**src/rtl/score_keeper_pkg.sv**
```systemverilog
// Shared score/game types and default timing used by the scorer, display and ball logic.
package score_pkg;

  localparam int SCORE_W          = 2;
  localparam int DEF_WIN_SCORE    = 3;
  localparam int DEF_PAUSE_CYCLES = 50_000_000;

  typedef enum logic [1:0] {
    IDLE      = 2'd0,
    PLAY      = 2'd1,
    PAUSE     = 2'd2,
    GAME_OVER = 2'd3
  } state_t;

endpackage

```
**src/rtl/score_keeper_if.sv**
```systemverilog
// Rally events in, scores and game status out; master drives the events, slave is the scorer.
interface score_keeper_if;
  import score_pkg::*;

  logic               start;
  logic               left_miss;
  logic               right_miss;
  logic [SCORE_W-1:0] rightpscore;
  logic [SCORE_W-1:0] leftpscore;
  logic               gamestate;
  logic               ball_reset;
  logic               serve_right;

  modport master (
    output start, left_miss, right_miss,
    input  rightpscore, leftpscore, gamestate, ball_reset, serve_right
  );

  modport slave (
    input  start, left_miss, right_miss,
    output rightpscore, leftpscore, gamestate, ball_reset, serve_right
  );

endinterface

```
**src/rtl/score_keeper_rise_detect.sv**
```systemverilog
// Per-bit rising-edge detector; history resets to 1 so a level held through reset never fires.
module rise_detect #(
  parameter int W = 3
) (
  input  logic         clock,
  input  logic         reset,
  input  logic [W-1:0] din,
  output logic [W-1:0] rise
);

  logic [W-1:0] din_d;

  always_ff @(posedge clock or negedge reset) begin
    if (!reset) begin
      din_d <= '1;
    end else begin
      din_d <= din;
    end
  end

  assign rise = din & ~din_d;

endmodule

```
**src/rtl/score_keeper.sv**
```systemverilog
// Pong scorer: counts rally wins, times the inter-point pause, holds the final score at game over.
// Optional SCORE_KEEPER_AUTO_RESTART_EN returns GAME_OVER to IDLE after RESTART_CYCLES.
module score_keeper
  import score_pkg::*;
#(
  parameter int WIN_SCORE      = DEF_WIN_SCORE,
  parameter int PAUSE_CYCLES   = DEF_PAUSE_CYCLES,
  parameter int RESTART_CYCLES = 200_000_000,
  parameter int CNT_W          = 28
) (
  input  logic         clock,
  input  logic         reset,
  score_keeper_if.slave sk
);

  if (WIN_SCORE < 1 || WIN_SCORE > 3 || PAUSE_CYCLES < 1 || RESTART_CYCLES < 1) begin : g_bad_params
    $error("score_keeper: illegal parameter value");
  end

  localparam logic [SCORE_W-1:0] WIN_SC     = SCORE_W'(WIN_SCORE);
  localparam logic [CNT_W-1:0]   PAUSE_LOAD = CNT_W'(PAUSE_CYCLES - 1);
`ifdef SCORE_KEEPER_AUTO_RESTART_EN
  localparam logic [CNT_W-1:0]   RESTART_LOAD = CNT_W'(RESTART_CYCLES - 1);
`endif

  state_t             state;
  logic [CNT_W-1:0]   cnt;
  logic [SCORE_W-1:0] lscore;
  logic [SCORE_W-1:0] rscore;
  logic               serve;
  logic [2:0]         ev;
  logic               ev_start;
  logic               ev_lmiss;
  logic               ev_rmiss;
  logic [SCORE_W-1:0] lnext;
  logic [SCORE_W-1:0] rnext;

  rise_detect #(.W(3)) u_rise (
    .clock (clock),
    .reset (reset),
    .din   ({sk.start, sk.left_miss, sk.right_miss}),
    .rise  (ev)
  );

  assign ev_start = ev[2];
  assign ev_lmiss = ev[1];
  assign ev_rmiss = ev[0];
  // Scores are strictly below WIN_SCORE while in PLAY, so these never wrap.
  assign lnext    = lscore + 2'd1;
  assign rnext    = rscore + 2'd1;

  always_ff @(posedge clock or negedge reset) begin
    if (!reset) begin
      state  <= IDLE;
      cnt    <= '0;
      lscore <= '0;
      rscore <= '0;
      serve  <= 1'b0;
    end else begin
      case (state)
        IDLE: begin
          if (ev_start) begin
            lscore <= '0;
            rscore <= '0;
            serve  <= 1'b0;
            cnt    <= PAUSE_LOAD;
            state  <= PAUSE;
          end
        end
        PAUSE: begin
          if (cnt == '0) begin
            state <= PLAY;
          end else begin
            cnt <= cnt - 1'b1;
          end
        end
        PLAY: begin
          if (ev_lmiss && ev_rmiss) begin
            cnt   <= PAUSE_LOAD;
            state <= PAUSE;
          end else if (ev_rmiss || ev_lmiss) begin
            if (ev_rmiss) begin
              lscore <= lnext;
              serve  <= 1'b0;
            end else begin
              rscore <= rnext;
              serve  <= 1'b1;
            end
            if ((ev_rmiss && lnext == WIN_SC) || (ev_lmiss && rnext == WIN_SC)) begin
              state <= GAME_OVER;
`ifdef SCORE_KEEPER_AUTO_RESTART_EN
              cnt   <= RESTART_LOAD;
`endif
            end else begin
              cnt   <= PAUSE_LOAD;
              state <= PAUSE;
            end
          end
        end
        GAME_OVER: begin
          if (ev_start) begin
            lscore <= '0;
            rscore <= '0;
            serve  <= 1'b0;
            cnt    <= PAUSE_LOAD;
            state  <= PAUSE;
`ifdef SCORE_KEEPER_AUTO_RESTART_EN
          end else if (cnt == '0) begin
            lscore <= '0;
            rscore <= '0;
            state  <= IDLE;
          end else begin
            cnt <= cnt - 1'b1;
`endif
          end
        end
        default: state <= IDLE;
      endcase
    end
  end

  assign sk.leftpscore  = lscore;
  assign sk.rightpscore = rscore;
  assign sk.serve_right = serve;
  assign sk.gamestate   = (state == PLAY) || (state == PAUSE);
  assign sk.ball_reset  = (state != PLAY);

endmodule

```
**src/flat_wrapper.sv**
```systemverilog
// flat-port wrapper written by rule: the top's interface ports become plain ports
module score_keeper_flat import score_pkg::*;
#(
  parameter int WIN_SCORE      = DEF_WIN_SCORE,
  parameter int PAUSE_CYCLES   = DEF_PAUSE_CYCLES,
  parameter int RESTART_CYCLES = 200_000_000,
  parameter int CNT_W          = 28
)
  (clock, reset, sk_start, sk_left_miss, sk_right_miss, sk_rightpscore, sk_leftpscore, sk_gamestate, sk_ball_reset, sk_serve_right);
  score_keeper_if sk_i ();
  input  logic clock;
  input  logic reset;
  input wire logic [$bits(sk_i.start)-1:0] sk_start;
  input wire logic [$bits(sk_i.left_miss)-1:0] sk_left_miss;
  input wire logic [$bits(sk_i.right_miss)-1:0] sk_right_miss;
  output wire logic [$bits(sk_i.rightpscore)-1:0] sk_rightpscore;
  output wire logic [$bits(sk_i.leftpscore)-1:0] sk_leftpscore;
  output wire logic [$bits(sk_i.gamestate)-1:0] sk_gamestate;
  output wire logic [$bits(sk_i.ball_reset)-1:0] sk_ball_reset;
  output wire logic [$bits(sk_i.serve_right)-1:0] sk_serve_right;
  assign sk_i.start = sk_start;
  assign sk_i.left_miss = sk_left_miss;
  assign sk_i.right_miss = sk_right_miss;
  assign sk_rightpscore = sk_i.rightpscore;
  assign sk_leftpscore = sk_i.leftpscore;
  assign sk_gamestate = sk_i.gamestate;
  assign sk_ball_reset = sk_i.ball_reset;
  assign sk_serve_right = sk_i.serve_right;
  score_keeper #(.WIN_SCORE(WIN_SCORE), .PAUSE_CYCLES(PAUSE_CYCLES), .RESTART_CYCLES(RESTART_CYCLES), .CNT_W(CNT_W)) u_core (.clock(clock), .reset(reset), .sk(sk_i));
endmodule
```
**config.mk**
```make
export PLATFORM = sky130hd
export DESIGN_NAME = score_keeper_flat
export DESIGN_NICKNAME = d
export VERILOG_FILES = /design/src/rtl/score_keeper_pkg.sv /design/src/rtl/score_keeper_if.sv /design/src/rtl/score_keeper_rise_detect.sv /design/src/rtl/score_keeper.sv /design/src/flat_wrapper.sv
export SDC_FILE = /design/constraint.sdc
export NUM_CORES = 1
export LEC_CHECK = 0
export CELL_PAD_IN_SITES_DETAIL_PLACEMENT = 0
export CELL_PAD_IN_SITES_GLOBAL_PLACEMENT = 1
export CORE_AREA = 2 2 72 74
export CTS_CLUSTER_DIAMETER = 120
export DETAILED_ROUTE_END_ITERATION = 6
export DIE_AREA = 0 0 74 76
export HOLD_SLACK_MARGIN = 0.15
export PLACE_DENSITY = 0.91
export REMOVE_ABC_BUFFERS = 1
export SLEW_MARGIN = 10
export SYNTH_ARGS = -nofsm -noshare
export SYNTH_HDL_FRONTEND = slang
export SYNTH_SLANG_ARGS = --single-unit
```
**constraint.sdc**
```tcl
create_clock -name clock -period 5.9 [get_ports clock]
set_input_delay 0.885 -clock clock [delete_from_list [all_inputs] [get_ports clock]]
set_output_delay 0.885 -clock clock [all_outputs]
set_load 0.02 [all_outputs]
```
==> metrics.csv <==
stage,metric,value,unit
floorplan,Die Ht,76,um
clock_network,H-Tree Depth,2,
logic_synthesis,Synth top area share,0.3784,
power_and_ir_drop,pwr dens,314.2,mW/mm2
global_routing,GRT Resource Usage Total,0.2001,
run,Max Cap Viol,0,
clock_network,Post-CTS Setup Inserts,0,
sta,final count of pins violating max slew,0,
global_routing,global-route layer with the greatest usage,met2,
sta,fmax,334.8,MHz
global_routing,grt ovf,0,
global_routing,vias in the first global route,1876,
logic_synthesis,mean area per synthesized cell,9.077,um2
logic_synthesis,Gate Count Post-Synth,255,
clock_network,post-cts resize count,0,
detailed_routing,DR vias/cell,6.075,
clock_network,CTS Hold Buffers Added,0,
sta,Fin Setup TNS,0,ns
placed_design,HPWL after DPL,3673,um
clock_network,Clock Tree Root,clkbuf_8,
detailed_routing,total wire length,5258,um
critical_path,Crit-path slowest cell,or2_1,
critical_path,Crit. End Element,flop,
sta,final period utilization,0.5063,
critical_path,worst-path cell chain,clkdlybuf4s50_1 > nand2b_1 > o211a_1 > or2_1 > nor3_1 > or3b_2,
detailed_routing,via count,2023,
hold_path,Min-Delay Path Class,reg -> reg,
floorplan,Std-Cell Rows,26,
clock_network,Longest Clk Path Bufs,2,
power_and_ir_drop,Max VDD drop,0.0001285,V
placed_design,Cells after DPL,325,
logic_synthesis,Synth area leader,dfrtp_1,
detailed_routing,Iteration-0 DRC Markers,108,
sta,"Hold Violations, Final",0,
critical_path,CP Data Arrival Time,3.15,ns
detailed_routing,DRC Markers,0,
run_status,run status,finished clean,
floorplan,chip width,74,um
logic_synthesis,"EDFF count, synth",0,
detailed_routing,ANT nets after route,0,
critical_path,CP startpoint kind,input pin,
cells_and_area,area grow syn2layout,10.38,%
logic_synthesis,Most used DFF post-synth,dfrtp_1,
sta,unrepaired setup endpoints after global routing,no,
clock_network,TritonCTS Buffers,5,
global_routing,first-pass GRT wire length,8949,um
power_and_ir_drop,Pleak,0.0009181,uW
cells_and_area,# fillers,458,
floorplan,Starting Density,0.4712,
floorplan,core box area,0.004912,mm2
global_routing,largest net degree at the start of global routing,39,
logic_synthesis,"count leader, synth",dfrtp_1,
clock_network,clock sink total,38,
detailed_routing,Detailed Routing Iterations Pass 1,4,
global_routing,M2 GR Usage,0.3018,
clock_network,TritonCTS clock tree,done,
logic_synthesis,share of flip-flops with an asynchronous set or reset,1.000,
cells_and_area,Final nets,273,
sta,Worst Tran Pin Value,0.9788,ns
floorplan,IO Count,12,
global_routing,GR Util met1,0.2925,
sta,Slew headroom,0.3474,
logic_synthesis,register area share after synthesis,0.4124,
logic_synthesis,Post-synth top cells,"35 x dfrtp_1, 21 x or4_1, 20 x nor2_1",
sta,Clock Skew,0.005659,ns
critical_path,R2R Setup Slk,3.20,ns
logic_synthesis,synth top area cells,"dfrtp_1 38%, or4_1 6.8%, o31ai_1 5.8%, o21ai_0 3.5%, dfstp_2 3.4%",
logic_synthesis,Synth cell types,48,
cells_and_area,Non-Filler Instances,333,
placed_design,Final Wtd Congestion,0.7624,
logic_synthesis,Synth warnings,0,
global_routing,initial antenna violation count,0,
clock_network,Clock Latency Late Sink,0.29,ns
critical_path,Max stage delay on crit path,0.77,ns
sta,worst hold slack,0.5017,ns
critical_path,CP required,6.07,ns
global_routing,grt met3 use,0.02778,
floorplan,Die Area,0.005624,mm2
critical_path,CP Class,in -> reg,
sta,Final setup violation count,0,
logic_synthesis,number of synthesized register bits,38,
detailed_routing,WL per Instance,15.79,um
critical_path,crit-path max FO,33,
logic_synthesis,Syn Std Cell Area,0.002315,mm2
cells_and_area,Antenna Cells,0,
cells_and_area,layout cells sized above 1,0.09125,
sta,post-layout min period,2.987,ns
placed_design,I/O Buffers,11,
clock_network,clk slew on worst S/H paths,0.07,ns
final timing paths:
path	from	to	depth (start not counted)
worst max-delay path	sk_left_miss	u_core.cnt[17]	6
min in group asynchronous	reset	u_core.sk.rightpscore[0]	1
worst min register to register	u_core.sk.rightpscore[1]	u_core.sk.rightpscore[1]	2
worst min-delay path	u_core.sk.rightpscore[1]	u_core.sk.rightpscore[1]	2
worst max register to register	u_core.cnt[0]	u_core.cnt[26]	8
max in group asynchronous	reset	u_core.cnt[25]	1
kinds of logic after synthesis:
family                   after synthesis  synth area share
buffers and inverters                 22           0.04000
adder cells (fa/ha/maj)                6           0.03243
AND/OR/NAND/NOR                      115            0.2941
flip-flops                            38            0.4124
AO/OA/AOI/OAI                         70            0.2022
multiplexers                           4           0.01892
sequential cells by signal, summed over array words and instances, names as in the netlist:
name	flops
u_core.cnt	28
u_core.u_rise.din_d	3
u_core.sk.serve_right	1
u_core.sk.leftpscore	2
u_core.sk.rightpscore	2
u_core.state	2
layer usage:
metal,vias up,share of wire
met3,9,0.042
met4,0,0.015
met5,-,0
met2,44,0.46
li1,1013,-
met1,957,0.49
stage by stage:
step | worst slack (ns) | util | power [uW] | area (um2)
after floorplan | 3.395 | - | 512.1 | 2256
final | 2.913 | 0.5201 | 802.6 | 2555
after CTS | 2.902 | 0.5201 | 811.5 | 2555
after global placement | 2.663 | 0.5015 | 620.8 | 2464
after global routing | 2.690 | 0.5201 | 861.2 | 2555
after detailed placement | 2.592 | 0.5015 | 624.9 | 2464
where the power goes:
| group | total (uW) | internal, uW | switching, uW |
|---|---|---|---|
| logic | 299 | 111 | 187 |
| clock network | 185 | 94.3 | 90.4 |
| registers | 319 | 292 | 27.5 |
| total | 803 | 497 | 305 |
final cells by class:
type,count,area (um2),area share
timing repair buffer,13,120.1,0.04701
inverter,9,33.78,0.01322
tap,70,87.58,0.03428
clock buffer,7,86.33,0.03379
sequential,38,954.7,0.3737
clock inverter,1,5.005,0.001959
multi-input combinational,195,1267,0.4961
cell usage in the layout (no fill, tap or decap), types with 3 or more instances in the layout:
cell              n
dfrtp_1          35
or4_1            21
nor2_1           20
o31ai_1          18
nand2_1          18
o21ai_0          16
a21oi_1          10
nand3_1          10
clkdlybuf4s50_1  10
inv_1             9
nor3_1            9
nor4_1            7
a31oi_1           7
ha_1              6
clkbuf_8          6
or3_1             5
nand2b_1          4
and4_1            3
mux2_2            3
dfstp_2           3
worst max-delay path, delay by kind of cell:
kind,cells,cell delay [ns]
compound gates,1,0.27
buf+inv,1,0.44
simple gates,4,1.54
No activity file was read; power rests on OpenSTA's default activity.
